File: config.mk
export PLATFORM = sky130hd
export DESIGN_NAME = id_ex_stage
export DESIGN_NICKNAME = d
export VERILOG_FILES = /design/src/rtl/id_ex_stage_pkg.sv /design/src/rtl/id_ex_stage_load_use_detect.sv /design/src/rtl/id_ex_stage.sv
export SDC_FILE = /design/constraint.sdc
export NUM_CORES = 1
export LEC_CHECK = 0
export ABC_AREA = 0
export ABC_CLOCK_PERIOD_IN_PS = 1700
export BUFFER_PORTS_ARGS = -buffer_cell sky130_fd_sc_hd__buf_2
export CORE_AREA = 4 4 139 141
export CTS_CLUSTER_DIAMETER = 40
export DETAILED_ROUTE_END_ITERATION = 7
export DIE_AREA = 0 0 143 145
export PLACE_DENSITY = 0.66
export SYNTH_ARGS = -nofsm -noshare
export SYNTH_HDL_FRONTEND = slang
export SYNTH_SLANG_ARGS = --single-unit
File: constraint.sdc
create_clock -name clk -period 1.7 [get_ports clk]
set_input_delay 0.085 -clock clk [delete_from_list [all_inputs] [get_ports clk]]
set_output_delay 0.085 -clock clk [all_outputs]
set_load 0.02 [all_outputs]
File: src/rtl/id_ex_stage_pkg.sv
// Shared widths, control-bundle layout and the ID/EX register bundle for the decode/execute boundary.
// Imported by the ID/EX stage and the IF/ID stage controller.
package id_ex_stage_pkg;

    localparam int XLEN       = 32;
    localparam int REG_ADDR_W = 5;
    localparam int CTRL_W     = 16;

    // Control-bundle bit positions; EX and MEM decode the rest of the bundle.
    localparam int CTRL_MEM_READ   = 0;
    localparam int CTRL_MEM_WRITE  = 1;
    localparam int CTRL_REG_WRITE  = 2;
    localparam int CTRL_ALU_OP_LSB = 3;
    localparam int CTRL_ALU_OP_W   = 4;

    localparam logic [REG_ADDR_W-1:0] REG_ZERO = 5'd0;

    typedef struct packed {
        logic                  valid;
        logic [XLEN-1:0]       pc;
        logic [XLEN-1:0]       rs1_data;
        logic [XLEN-1:0]       rs2_data;
        logic [XLEN-1:0]       imm;
        logic [REG_ADDR_W-1:0] rs1_addr;
        logic [REG_ADDR_W-1:0] rs2_addr;
        logic [REG_ADDR_W-1:0] rd_addr;
        logic [CTRL_W-1:0]     ctrl;
    } id_ex_bundle_t;

    function automatic logic ctrl_is_load(input logic [CTRL_W-1:0] ctrl);
        return ctrl[CTRL_MEM_READ];
    endfunction

    function automatic logic [CTRL_ALU_OP_W-1:0] ctrl_alu_op(input logic [CTRL_W-1:0] ctrl);
        return ctrl[CTRL_ALU_OP_LSB +: CTRL_ALU_OP_W];
    endfunction

endpackage

File: src/rtl/id_ex_stage_load_use_detect.sv
// Combinational load-use comparator: flags an ID instruction that reads the destination
// of a load currently in EX. Shared with the IF/ID stage controller.
module load_use_detect
    import id_ex_stage_pkg::*;
(
    input  logic                  ex_valid_i,
    input  logic                  ex_mem_read_i,
    input  logic [REG_ADDR_W-1:0] ex_rd_addr_i,
    input  logic                  id_valid_i,
    input  logic                  id_uses_rs1_i,
    input  logic [REG_ADDR_W-1:0] id_rs1_addr_i,
    input  logic                  id_uses_rs2_i,
    input  logic [REG_ADDR_W-1:0] id_rs2_addr_i,
    output logic                  load_use_o
);

    logic ex_load_s;
    logic rs1_hit_s;
    logic rs2_hit_s;

    // A load to x0 produces nothing to wait for, so it never stalls.
    always_comb begin
        ex_load_s  = ex_valid_i && ex_mem_read_i && (ex_rd_addr_i != REG_ZERO);
        rs1_hit_s  = id_uses_rs1_i && (id_rs1_addr_i == ex_rd_addr_i);
        rs2_hit_s  = id_uses_rs2_i && (id_rs2_addr_i == ex_rd_addr_i);
        if (ex_load_s && id_valid_i) begin
            load_use_o = rs1_hit_s || rs2_hit_s;
        end else begin
            load_use_o = 1'b0;
        end
    end

endmodule

File: src/rtl/id_ex_stage.sv
// ID/EX pipeline register: captures operands (with same-cycle writeback bypass), immediate and
// control, inserts load-use bubbles, and honours EX stall and branch flush.
module id_ex_stage
    import id_ex_stage_pkg::*;
(
    input  logic                  clk,
    input  logic                  rst,
    input  logic                  id_valid,
    input  logic [XLEN-1:0]       id_pc,
    input  logic [REG_ADDR_W-1:0] id_rs1_addr,
    input  logic [REG_ADDR_W-1:0] id_rs2_addr,
    input  logic                  id_uses_rs1,
    input  logic                  id_uses_rs2,
    input  logic [XLEN-1:0]       id_rs1_data,
    input  logic [XLEN-1:0]       id_rs2_data,
    input  logic [REG_ADDR_W-1:0] id_rd_addr,
    input  logic [XLEN-1:0]       id_imm,
    input  logic [CTRL_W-1:0]     id_ctrl,
    input  logic                  wb_reg_write_en,
    input  logic [REG_ADDR_W-1:0] wb_rd_addr,
    input  logic [XLEN-1:0]       wb_rd_data,
    input  logic                  ex_stall,
    input  logic                  flush,
    output logic                  stall_if_id,
    output logic                  ex_valid,
    output logic [XLEN-1:0]       ex_pc,
    output logic [XLEN-1:0]       ex_rs1_data,
    output logic [XLEN-1:0]       ex_rs2_data,
    output logic [XLEN-1:0]       ex_imm,
    output logic [REG_ADDR_W-1:0] ex_rs1_addr,
    output logic [REG_ADDR_W-1:0] ex_rs2_addr,
    output logic [REG_ADDR_W-1:0] ex_rd_addr,
    output logic [CTRL_W-1:0]     ex_ctrl
);

    id_ex_bundle_t   ex_q;
    id_ex_bundle_t   ex_d;
    logic            load_use_s;
    logic            wb_live_s;
    logic [XLEN-1:0] rs1_fwd_s;
    logic [XLEN-1:0] rs2_fwd_s;

    load_use_detect u_load_use_detect (
        .ex_valid_i    (ex_q.valid),
        .ex_mem_read_i (ctrl_is_load(ex_q.ctrl)),
        .ex_rd_addr_i  (ex_q.rd_addr),
        .id_valid_i    (id_valid),
        .id_uses_rs1_i (id_uses_rs1),
        .id_rs1_addr_i (id_rs1_addr),
        .id_uses_rs2_i (id_uses_rs2),
        .id_rs2_addr_i (id_rs2_addr),
        .load_use_o    (load_use_s)
    );

    // The register file writes on the edge, so this cycle's writeback is not yet on its read ports.
    always_comb begin
        wb_live_s = wb_reg_write_en && (wb_rd_addr != REG_ZERO);
        if (wb_live_s && (wb_rd_addr == id_rs1_addr)) begin
            rs1_fwd_s = wb_rd_data;
        end else begin
            rs1_fwd_s = id_rs1_data;
        end
        if (wb_live_s && (wb_rd_addr == id_rs2_addr)) begin
            rs2_fwd_s = wb_rd_data;
        end else begin
            rs2_fwd_s = id_rs2_data;
        end
    end

    // Next EX contents: flush beats stall, stall beats the load-use bubble.
    always_comb begin
        ex_d = ex_q;
        if (flush) begin
            ex_d = '0;
        end else if (ex_stall) begin
            ex_d = ex_q;
        end else if (load_use_s) begin
            ex_d = '0;
        end else begin
            ex_d.valid    = id_valid;
            ex_d.pc       = id_pc;
            ex_d.rs1_data = rs1_fwd_s;
            ex_d.rs2_data = rs2_fwd_s;
            ex_d.imm      = id_imm;
            ex_d.rs1_addr = id_rs1_addr;
            ex_d.rs2_addr = id_rs2_addr;
            ex_d.rd_addr  = id_rd_addr;
            if (id_valid) begin
                ex_d.ctrl = id_ctrl;
            end else begin
                ex_d.ctrl = '0;
            end
        end
    end

    // Upstream hold request; a flush discards the ID instruction, so nothing needs holding.
    always_comb begin
        if (rst && !flush) begin
            stall_if_id = ex_stall || load_use_s;
        end else begin
            stall_if_id = 1'b0;
        end
    end

    // Pipeline register with synchronous active-low reset.
    always_ff @(posedge clk) begin
        if (!rst) begin
            ex_q <= '0;
        end else begin
            ex_q <= ex_d;
        end
    end

    assign ex_valid    = ex_q.valid;
    assign ex_pc       = ex_q.pc;
    assign ex_rs1_data = ex_q.rs1_data;
    assign ex_rs2_data = ex_q.rs2_data;
    assign ex_imm      = ex_q.imm;
    assign ex_rs1_addr = ex_q.rs1_addr;
    assign ex_rs2_addr = ex_q.rs2_addr;
    assign ex_rd_addr  = ex_q.rd_addr;
    assign ex_ctrl     = ex_q.ctrl;

endmodule

==> summary.txt <==
Logic synthesis
  • Synth area leader: dfxtp_1
  • Ys flop type: dfxtp_1
  • Synth Cell Area: roughly 5900 um2
  • Most common cell in the netlist: dfxtp_1
  • Synth top area share: between 50% and 60%
  • FF+latch count, synth: 160
  • Total number of yosys warnings: 0
  • EDFF count, synth: 0
  • Register area share after synthesis: 54.7%
  • Ys async rst share: 0%
  • Post-synthesis cell count: 533
  • Mean Syn Cell Area: 11.0 um2
  • Synth area leaders: dfxtp_1 (55%), a22o_1 (12%), mux2i_1 (11%)
  • Synth unique cells: 27
  • Post-synth top cells: dfxtp_1 (160), a22o_1 (80), nand2_1 (66)
  • Synth Net Count: between 700 and 800

Worst setup path
  • Critical Path Start Type: flip-flop
  • CP Capture Type: flip-flop
  • R2R setup slack: -50 ps
  • FF-to-FF path depth: 8
  • Worst r2r dst: ex_ctrl[9]
  • Crit Path Max Fanout: 10
  • Critical path data required time: around 2000 ps
  • R2r startpoint: ex_rd_addr[4]
  • Type of the worst setup path: flip-flop to flip-flop
  • Arrival time at the worst endpoint: slightly above 2000 ps

Timing
  • Setup Skew: roughly 10 ps
  • Final hold violations: 0
  • Slew Viols, Final: 0
  • RSZ-0062 raised after global routing: yes
  • Final setup viols: 76
  • Fmax: 570 MHz
  • Period utilisation layout: 103%
  • Setup TNS: -2020 ps
  • Max-slew headroom: 55.7%
  • Fin worst setup slack: -54.9 ps
  • Final Critical Period: roughly 1800 ps
  • Worst slew pin tran: 659 ps

Finish
  • FF+latch area: 3220 um2
  • Share of cells above drive strength 1: 41.1%
  • Footprint of the multi-input gates: 2460 um2
  • Fill count: 1,426
  • Area Growth Syn to Fin: 85.9%
  • Final nets: 1,306

Floorplan
  • Die width: between 100 and 150 um
  • I/O pin total: 365
  • Starting density of the core: approximately a third
  • Die Height: 145 um
  • Core footprint: 18,000 um2
  • Die area: 20,700 um2
  • Num rows: 49

Outcome
  • Status: finished with violations
  • Failing checks: setup timing

Placement
  • Detail Placement HPWL: 14,600 um
  • Buffers on Ports: 364
  • Final Wtd Congestion: 0.819

CTS
  • Root buf cell: clkbuf_16
  • CTS tree: done
  • Clock tree buffer depth: 2
  • TritonCTS buffer count: 17
  • Worst skew pair latency: 420 ps
  • Clock-pin transition on the worst setup and hold timing paths: 60 ps
  • H-tree depth: 4
  • Clk sink count: 160

Route
  • WL/cell: roughly 18 um
  • Drt pass-1 iters: 4
  • Vias per cell: 4.84
  • Post-Route WL: 24,700 um
  • Remaining antenna violation count: 0
  • Via count: 6,529
  • Drt initial violations: 248
  • DRC Markers: 0

Min path
  • Worst hold start: id_rs1_addr[4]
  • Hold Path Depth: 3
  • Worst hold path class: input port to flip-flop
  • Hold endpoint: ex_rs1_addr[4]

Global route
  • Initial antenna violation count: 5
  • Largest net degree at the start of global routing: 69
  • Tot GR Track Use: 21.8%
  • First-pass GRT wire length: roughly 36,000 um
  • Grt total ovfl: 0
  • Number of global-route vias before repair: 6,874

Pwr
  • Switch share: 26.7%
  • Clock Power Share: about two fifths
  • Internal: 0.00674 W
  • NetSw: 0.00246 W
  • Logic pwr share: 15.3%
  • Sequential share of power: a little over two fifths
  • Leak: 4.99 nW
  • Post-layout power: 0.00920 W
  • Cell Pwr Density: 846 nW/um2
  • Worst IR drop on VDD: 0.610 mV

Job
  • Total of max-cap violations: 0
-- critical path, cell delays in order, from the launching register on --
cell      delay, ps
dfxtp_4         380
xnor2_2         110
nand4_1         150
o22ai_2         230
buf_6           130
a211oi_4         70
buf_12          170
buf_16          150
a32o_1          250
-- layout by cell type (no fill, tap or decap), types with 3 or more instances in the layout --
master and count:
inv_6 3, diode_2 5, clkbuf_16 24, buf_6 5, a22o_1 80, dlygate4sd3_1 186
a32o_1 16, dfxtp_4 4, dfxtp_1 155, xor2_1 4, buf_4 21, o21ai_1 58
xnor2_2 4, inv_8 5, mux2i_1 64, nand3_1 3, xnor2_1 12, buf_2 363
nand2_1 66, o21ai_2 4, o21ai_0 3, buf_12 8
-- timing repair --
action | 4_1_cts | 5_1_grt
endpoints found under the setup margin | 153 | 153
cloned | 1 | 10
hold buffers | 186 | 0
resized for setup | 10 | 14
setup buffers | 5 | 1
pin swaps | 51 | 43
endpoints found under the hold margin | 154 | 0
-- worst max-delay path by stage --
| stage | startpoint | to | slack, ps | depth (start not counted) |
|---|---|---|---|---|
| final | ex_rd_addr[4] | ex_ctrl[9] | -50 | 8 |
| after detailed placement | id_rs2_addr[4] | ex_rs2_data[8] | -250 | 7 |
| after floorplan | ex_rd_addr[2] | ex_rs1_data[10] | 3 | 7 |
| after global routing | ex_rd_addr[4] | ex_ctrl[2] | -140 | 8 |
| after CTS | ex_rd_addr[0] | ex_ctrl[11] | -50 | 8 |
| after global placement | wb_rd_addr[3] | ex_rs2_data[8] | -190 | 7 |
-- power by group through the flow --
stage          Clock [W]  Combinational, W  Sequential, W
2_1_floorplan          0          0.000316        0.00417
3_3_place_gp           0          0.000956        0.00402
3_5_place_dp           0          0.000963        0.00402
4_1_cts          0.00395           0.00132        0.00393
5_1_grt          0.00409           0.00150        0.00395
6_report         0.00386           0.00140        0.00394
-- per-layer routing --
layer	share of wire, %	wire length, um	track usage (%)
met2	49	12200	37.5
met4	3.8	934	10.1
met1	40	9830	25.1
met5	0	0	0
met3	7.0	1720	5.69
-- per-stage QoR --
| step | instances | worst slack [ps] | utilization (%) | instance area [um2] | hold slack (ps) |
|---|---|---|---|---|---|
| after global routing | 1349 | -140 | 60.5 | 10900 | 46.4 |
| final | 1349 | -54.9 | 60.5 | 10900 | 39.6 |
| after detailed placement | 1109 | -248 | 44.7 | 8020 | 304 |
| after CTS | 1333 | -54.4 | 59.0 | 10600 | 11.6 |
| after floorplan | 533 | 3.15 | - | 5860 | 218 |
| after global placement | 1109 | -192 | 44.7 | 8020 | 300 |
-- cells by family (layout without fill, tap and decap cells) --
| family | after synthesis | in the layout | synth area share [%] |
|---|---|---|---|
| other | 0 | 5 | 0 |
| AOI/OAI and AO/OA | 166 | 166 | 21.0 |
| buffers and inverters | 44 | 626 | 4.40 |
| xor gates and xnor gates | 20 | 20 | 2.99 |
| DFF | 160 | 160 | 54.7 |
| muxes | 64 | 64 | 10.9 |
| and+or+nand+nor | 79 | 79 | 5.94 |
-- final cells by class --
cell class	count	area share (%)
multi-input combinational	329	22.6
sequential	160	29.6
timing repair buffer	593	39.5
inverter	1	0.0345
clock inverter	14	1.55
clock buffer	18	3.95
tap	229	2.63
antenna	5	0.115
-- flip-flops by register name, summed over array words and instances (netlist names) --
signal,cells
ex_ctrl,16
ex_imm,32
ex_pc,32
ex_rd_addr,5
ex_rs1_addr,5
ex_rs1_data,32
ex_rs2_addr,5
ex_rs2_data,32
ex_valid,1
Power figures use the tool's default switching activity.
